==> src/rtl/sev_seg_scanner.sv <==
// rtl/sev_seg_scanner.sv - time-multiplexed common-anode seven-segment scanner
//
// Ports:
//   clk, rst      : clock, synchronous active-high reset
//   en            : scan enable; low freezes counters and turns the display off
//   load          : capture digits_in / dp_in / blink_mask into shadow registers
//   digits_in     : nibble i at [4i+3:4i], digit 0 is the rightmost digit
//   dp_in         : per-digit decimal point request, active-high
//   blink_mask    : per-digit blink enable
//   blank_lz      : leading-zero blanking enable (live, not shadowed)
//   an_out        : anode enables, active-low
//   seg_out       : segments {a,b,c,d,e,f,g} at [6:0], active-low
//   dp_out        : decimal point, active-low
//   scan_idx      : index of the digit owning the current slot
module sev_seg_scanner #(
  parameter int NUM_DIGITS  = 4,
  parameter int REFRESH_DIV = 100000,
  parameter int BLINK_DIV   = 64,
  localparam int IDX_W      = (NUM_DIGITS > 1) ? $clog2(NUM_DIGITS) : 1
) (
  input  logic                    clk,
  input  logic                    rst,
  input  logic                    en,
  input  logic                    load,
  input  logic [4*NUM_DIGITS-1:0] digits_in,
  input  logic [NUM_DIGITS-1:0]   dp_in,
  input  logic [NUM_DIGITS-1:0]   blink_mask,
  input  logic                    blank_lz,
  output logic [NUM_DIGITS-1:0]   an_out,
  output logic [6:0]              seg_out,
  output logic                    dp_out,
  output logic [IDX_W-1:0]        scan_idx
);

  localparam int RC_W = (REFRESH_DIV > 1) ? $clog2(REFRESH_DIV) : 1;
  localparam int BC_W = (BLINK_DIV > 1) ? $clog2(BLINK_DIV) : 1;

  localparam logic [RC_W-1:0]  RC_MAX  = RC_W'(REFRESH_DIV - 1);
  localparam logic [IDX_W-1:0] IDX_MAX = IDX_W'(NUM_DIGITS - 1);
  localparam logic [BC_W-1:0]  BC_MAX  = BC_W'(BLINK_DIV - 1);

  // Scan state
  logic [RC_W-1:0]  refresh_cnt_q, refresh_cnt_d;
  logic [IDX_W-1:0] idx_q, idx_d;
  logic [BC_W-1:0]  blink_cnt_q, blink_cnt_d;
  logic             blink_phase_q, blink_phase_d;

  // Shadow registers
  logic [NUM_DIGITS-1:0][3:0] digits_q, digits_d;
  logic [NUM_DIGITS-1:0]      dp_q, dp_d;
  logic [NUM_DIGITS-1:0]      blink_q, blink_d;

  // Registered outputs
  logic [NUM_DIGITS-1:0] an_q, an_d;
  logic [6:0]            seg_q, seg_d;
  logic                  dp_out_q, dp_out_d;
  logic [IDX_W-1:0]      scan_idx_q;

  logic                  slot_end;
  logic                  scan_end;
  logic [NUM_DIGITS-1:0] lz_blank;
  logic                  upper_zero;
  logic [3:0]            cur_nib;
  logic                  blink_on;

  function automatic logic [6:0] seg_decode(input logic [3:0] nib);
    logic [6:0] s;
    case (nib)
      4'h0: s = 7'h01;
      4'h1: s = 7'h4F;
      4'h2: s = 7'h12;
      4'h3: s = 7'h06;
      4'h4: s = 7'h4C;
      4'h5: s = 7'h24;
      4'h6: s = 7'h20;
      4'h7: s = 7'h0F;
      4'h8: s = 7'h00;
      4'h9: s = 7'h04;
      4'hA: s = 7'h08;
      4'hB: s = 7'h60;
      4'hC: s = 7'h31;
      4'hD: s = 7'h42;
      4'hE: s = 7'h30;
      default: s = 7'h38;
    endcase
    return s;
  endfunction

  assign slot_end = (refresh_cnt_q == RC_MAX);
  assign scan_end = slot_end && (idx_q == IDX_MAX);

  // Counter and shadow next-state
  always_comb begin
    refresh_cnt_d = refresh_cnt_q;
    idx_d         = idx_q;
    blink_cnt_d   = blink_cnt_q;
    blink_phase_d = blink_phase_q;
    digits_d      = digits_q;
    dp_d          = dp_q;
    blink_d       = blink_q;

    if (en) begin
      refresh_cnt_d = slot_end ? '0 : refresh_cnt_q + 1'b1;
      if (slot_end) begin
        idx_d = (idx_q == IDX_MAX) ? '0 : idx_q + 1'b1;
      end
      // Blink time base counts completed scans, not cycles
      if (scan_end) begin
        if (blink_cnt_q == BC_MAX) begin
          blink_cnt_d   = '0;
          blink_phase_d = ~blink_phase_q;
        end else begin
          blink_cnt_d = blink_cnt_q + 1'b1;
        end
      end
    end

    if (load) begin
      digits_d = digits_in;
      dp_d     = dp_in;
      blink_d  = blink_mask;
    end
  end

  // A digit is a leading zero when it and every more-significant digit are zero.
  // Digit 0 always stays visible so a zero value still shows "0".
  always_comb begin
    upper_zero = 1'b1;
    lz_blank   = '0;
    for (int i = NUM_DIGITS - 1; i >= 0; i--) begin
      upper_zero = upper_zero & (digits_q[i] == 4'h0);
      if (i != 0) begin
        lz_blank[i] = upper_zero;
      end
    end
  end

  assign cur_nib  = digits_q[idx_q];
  assign blink_on = blink_q[idx_q] & blink_phase_q;

  // Output next-state; segments stay decoded through the dead cycle, only the
  // anodes are forced off so the segment lines settle before the next digit lights.
  always_comb begin
    an_d     = '1;
    seg_d    = 7'h7F;
    dp_out_d = 1'b1;
    if (en) begin
      if (refresh_cnt_q != '0) begin
        an_d = ~(NUM_DIGITS'(1) << idx_q);
      end
      if (blink_on || (blank_lz && lz_blank[idx_q])) begin
        seg_d = 7'h7F;
      end else begin
        seg_d = seg_decode(cur_nib);
      end
      dp_out_d = blink_on ? 1'b1 : ~dp_q[idx_q];
    end
  end

  always_ff @(posedge clk) begin
    if (rst) begin
      refresh_cnt_q <= '0;
      idx_q         <= '0;
      blink_cnt_q   <= '0;
      blink_phase_q <= 1'b0;
      digits_q      <= '0;
      dp_q          <= '0;
      blink_q       <= '0;
      an_q          <= '1;
      seg_q         <= 7'h7F;
      dp_out_q      <= 1'b1;
      scan_idx_q    <= '0;
    end else begin
      refresh_cnt_q <= refresh_cnt_d;
      idx_q         <= idx_d;
      blink_cnt_q   <= blink_cnt_d;
      blink_phase_q <= blink_phase_d;
      digits_q      <= digits_d;
      dp_q          <= dp_d;
      blink_q       <= blink_d;
      an_q          <= an_d;
      seg_q         <= seg_d;
      dp_out_q      <= dp_out_d;
      scan_idx_q    <= idx_q;
    end
  end

  assign an_out   = an_q;
  assign seg_out  = seg_q;
  assign dp_out   = dp_out_q;
  assign scan_idx = scan_idx_q;

endmodule

==> config.mk <==
export PLATFORM = sky130hd
export DESIGN_NAME = sev_seg_scanner
export DESIGN_NICKNAME = d
export VERILOG_FILES = /design/src/rtl/sev_seg_scanner.sv
export SDC_FILE = /design/constraint.sdc
export NUM_CORES = 1
export LEC_CHECK = 0
export ABC_AREA = 1
export BUFFER_PORTS_ARGS = -buffer_cell sky130_fd_sc_hd__buf_2
export CAP_MARGIN = 20
export CORE_MARGIN = 10
export CORE_UTILIZATION = 52
export CTS_BUF_LIST = sky130_fd_sc_hd__clkbuf_16
export CTS_CLUSTER_DIAMETER = 150
export DETAILED_ROUTE_END_ITERATION = 16
export HOLD_SLACK_MARGIN = 0.03
export PLACE_DENSITY = 0.8
export RECOVER_POWER = 25
export SLEW_MARGIN = 10
export SYNTH_ARGS = -nofsm -noshare
export SYNTH_HDL_FRONTEND = slang
export SYNTH_SLANG_ARGS = --single-unit
==> constraint.sdc <==
create_clock -name clk -period 1.6 [get_ports clk]
set_input_delay 0.24 -clock clk [delete_from_list [all_inputs] [get_ports clk]]
set_output_delay 0.24 -clock clk [all_outputs]
set_load 0.03 [all_outputs]
# Word-level counts from Yosys, hierarchy flattened
# Memories as Yosys holds them, arrays and structs flattened. A register that Yosys moved wholly into a read port is not among the register bits.
# Cells that the tools add are included.
[word_totals]
register_bits = 57
mem_bits_ro = 112
in_bits = 29
out_inout_bits = 14
wordCells = 54
mem_count = 1
[classes]
n_addsub = 3
magnitude_cmp = 1
n_eq_ne = 3
n_shift = 1
muxes = 11
bitwise_logic = 8
n_reduce_logical = 13
[memory_table]
columns = ["memory", "depth", "width", "read_ports", "rd_ports_with_merged_regs", "write_ports", "line", "source"]
rows = [
  ["(name not given)", 16, 7, 1, 1, 0, "68", "case (nib)"],
]
[op_table]
columns = ["cell", "n"]
rows = [
  ["$add A17 B1 Y17 const B", 1],
  ["$eq A17 B17 Y1 const B", 1],
  ["$mux W17", 1],
  ["$reduce_bool A17 Y1", 1],
  ["$logic_not A4 Y1", 3],
  ["$reduce_or A3 Y1", 3],
  ["$bmux W4 S2", 1],
  ["$add A6 B1 Y6 const B", 1],
  ["$bmux W1 S2", 3],
  ["$eq A6 B6 Y1 const B", 1],
  ["$mux W6", 1],
  ["$mux W4", 1],
  ["$not A1 Y1", 4],
  ["$not A4 Y4", 1],
  ["$reduce_and A2 Y1", 2],
  ["$shl A1 B2 Y4 const A", 1],
  ["$and A1 B1 Y1", 3],
  ["$lt A2 B3 Y1 const B", 1],
  ["$mux W1", 3],
  ["$reduce_and A3 Y1", 1],
  ["$add A2 B1 Y2 const B", 1],
  ["$eq A2 B2 Y1 const B", 1],
  ["$logic_and A1 B1 Y1", 2],
  ["$mux W2", 1],
  ["$logic_or A1 B1 Y1", 1],
]

# Depth between registers and ports, before layout
[depth]
ltp_word = 8
ltp_mapped = 11
ltp_nobuf = 11

# Worst setup path after synthesis
# Ideal clock, no wire load.
[synth_timing]
kind = "register to register"
start = "reg idx_q[0]"
end = "reg seg_q[6] (netlist: seg_out[6])"
setup_ps = 126
t_arrival_ps = 1500
required_ps = 1474
setup_slack_ps = -26
stages_incl_launch_ff = 12
path_buffers = 1
period_less_slack_ps = 1626
path_cell_list = "dfxtp_1 > inv_2 > buf_4 > nand2_1 > nand3_1 > nand2_1 > inv_1 > ha_1 > inv_1 > nor2_1 > o21ai_0 > nand3_1"
[synth_via]
elab_chain_len = 5
elab_cells_between_ends = 10
classes_between = "mux (6); bitwise (1); reduce/logical (3)"
[synth_lines]
columns = ["element", "line", "source"]
rows = [
  ["from (decl)", "44", "logic [IDX_W-1:0] idx_q, idx_d;"],
  ["from (signal assigned)", "175", "idx_q <= idx_d;"],
  ["$bmux W1 S2, on equally long branches", "139, 151", ""],
  ["$mux W1, on equally long branches", "139, 151", ""],
  ["$and A1 B1 Y1 / $logic_and A1 B1 Y1 (equally long branches)", "139, 151", ""],
  ["$logic_or A1 B1 Y1", "151", "if (blink_on || (blank_lz && lz_blank[idx_q])) begin"],
  ["$reduce_or A3 Y1 (no source line)", "n/a", ""],
  ["to (decl)", "55", "logic [6:0] seg_q, seg_d;"],
]
# Several ways; a longest one is shown, not always the timed one. The select of a mux whose other input is x is not followed.
# A chain may end at the register's enable or synchronous reset.

# Worst setup path in the final report
[layout_timing]
start = "reg idx_q[0]"
end = "reg seg_q[3] (netlist: seg_out[3])"
# The elaborated chain is that of the path after synthesis.

==> run metrics <==
Slew Viols, Final=0; Final nets=548; Worst-path clk slew=50 ps; Finish-stage setup viols=0; via/cell ratio=5.179; post-layout util=64.37%; sequential share of the synthesized area=40.03%; DRT iter0 DRCs=119; Yosys Warn Count=0; outcome=finished clean; # rows=28; clk buf depth=2; number of diodes=0; FMAX=664.1 MHz; post-synthesis register bit count=64; clock root cell=clkbuf_16; hpwl dp=5683 um; Crit Path Class=reg -> reg; Synth cell types=35; skew final=6.190 ps; vias in the first global route=2,920; routability cong.=0.8854; pwr dens=958.4 mW/mm2; ratio of cells with drive above 1 in the final layout=21.53%; final antenna-violating net count=0; Worst Tran Pin Value=381.8 ps; Fin Setup TNS=0 ps; first-pass GRT wire length=12,690 um; crit path launch type=register; Die Wd=98.46 um; synthesis-to-finish area growth=19.78%; ranking of synthesized cells by area=dfxtp_1 (40%), nand2_1 (10%), nor2_1 (9.9%); Leakage Power=1.663 nW; multi-input logic area=0.001679 mm2; FILL cells=526; net count after synthesis=492; gr ovfl total=0; CTS H-tree lvls=3; DRC=0; Top Ports=43; initial antenna violation count=0; pin count of the biggest net entering global routing=26; cts bufs inserted=9; Pre-Repair DR Iteration Count=4; Design Area, Final=0.003834 mm2; Avg WL per Cell=12.88 um; input/output buffers=42; Initial Util=53.74%; worst hold slack=137.0 ps; Critical Path Sink Type=register; max_cap viols=0; worst vdd ir=0.0007256 V; Hold Buf Count CTS=0; Hold WC Path Type=in -> reg; Seq. cell area=0.001289 mm2; Cells after Synth=450; total power=3.674 mW; synthesized area per cell=7.112 um2; full die area=0.009693 mm2; WP data arrival=1700 ps; worst-path fanout max=7; Final period util=94.11%; Final min period=1506 ps; relative slew slack=74.66%; Req. time, crit path=1800 ps; final WL=7549 um; final hold vios=0; die height=98.46 um; GRT Util Overall=15.43%; Post-Syn Area=0.003201 mm2; Core ar.=0.005956 mm2; Synth top area share=40.03%; worst skew pair latency=320 ps; TritonCTS Sinks=64; CTS tree=built; Placed Area=0.003532 mm2; area leader, netlist=dfxtp_1; vias=3,035
[critical path, stage by stage, from the launching register on]
cell and delay, ps:
dfxtp_4 390, inv_4 60, nor2_2 100, nor2_1 60
nand2_1 60, nand2_1 90, buf_4 170, ha_1 180
inv_1 60, o21ai_0 80, nand2_1 70, nand3_1 70
[sequential cells by signal, indices dropped and copies added (netlist names)]
name	flops
an_out	4
idx_q	2
dp_out	1
refresh_cnt_q	17
blink_phase_q	1
digits_q	16
blink_cnt_q	6
dp_q	4
blink_q	4
seg_out	7
scan_idx	2
[path summary, 6_finish.rpt]
kind | start | slack, ps | endpoint | depth (start not counted)
worst max-delay path | idx_q[0] | 90 | seg_out[3] | 11
worst min-delay path | blink_mask[2] | 140 | blink_q[2] | 3
worst max register to register | idx_q[0] | 90 | seg_out[3] | 11
worst min register to register | dp_q[0] | 470 | dp_q[0] | 2
[timing repair]
| item | in CTS | in global routing |
|---|---|---|
| hold endpoints to repair | 0 | 0 |
| resized for setup | 0 | 19 |
| buffers inserted | 0 | 3 |
| setup endpoints to repair | 0 | 15 |
[cell usage after synthesis]
cell	count
clkbuf_1	7
nor2_4	4
nand3_2	3
dfxtp_1	64
buf_6	1
inv_4	1
inv_1	36
o21ai_1	1
a21oi_1	17
o21bai_2	1
nor3b_1	1
nand3b_1	1
nor3_1	4
nand2_1	85
clkbuf_4	2
nand4_1	5
nand2_2	8
inv_2	6
nor2_1	84
nand3_1	36
xor2_1	2
a31oi_1	1
buf_1	1
ha_1	13
o21ai_0	44
nor3b_2	1
or2_0	1
buf_4	5
nor3b_4	1
nor4_1	2
nor2_2	6
nand4_2	1
xnor2_1	1
o211ai_1	3
nor3_4	1
[layer usage]
layer / global-route usage (%) / vias up / wire length (um)
met5: 0 / - / 0
met4: 5.954 / 0 / 119
met3: 4.749 / 12 / 395
met2: 24.61 / 77 / 3521
met1: 18.99 / 1386 / 3511
li1: - / 1560 / -
[logic make-up (layout without fill, tap and decap cells)]
family,count (synthesis),count (layout),synth area share (%)
AO/OA/AOI/OAI,67,67,10.95
XOR/XNOR,3,3,0.8211
adder cells (fa/ha/maj),13,13,5.082
buffers and inverters,59,120,8.053
flip-flops,64,64,40.03
AND/OR/NAND/NOR,244,244,35.07
[metrics by stage]
step | std cells | worst slack, ps
after CTS | 583 | 6.330
final | 586 | 94.21
after detailed placement | 567 | 21.34
after global placement | 567 | 100.5
after floorplan | 450 | 35.65
after global routing | 586 | -5.992
[layout by cell type, fill, tap and decap left out, drive strengths merged]
cell type	synthesis	final
nand3b	1	1
clkbuf	9	17
nand4	6	6
nand2	93	93
xnor2	1	1
inv	43	44
nor4	2	2
o21bai	1	1
buf	7	53
or2	1	1
o211ai	3	3
dfxtp	64	64
a21oi	17	17
nor3b	3	3
xor2	2	2
nor2	94	94
o21ai	45	45
a31oi	1	1
ha	13	13
nor3	5	5
clkinv	0	6
nand3	39	39
[report_power, final]
group | leakage, nW | switching (mW) | internal [mW]
Combinational | 1.00 | 0.206 | 0.119
Sequential | 0.526 | 0.0321 | 1.66
Clock | 0.133 | 0.646 | 1.01
Total | 1.66 | 0.884 | 2.79
[cell type report]
| class | count | share of cell area, % |
|---|---|---|
| repair buffers | 61 | 9.138 |
| clock inverters | 7 | 0.7833 |
| flip-flops and latches | 64 | 33.62 |
| multi-input cells | 327 | 43.80 |
| inverters | 43 | 4.341 |
| well taps | 75 | 2.448 |
| clock buffers | 9 | 5.875 |
No activity file was read; power rests on OpenSTA's default activity.
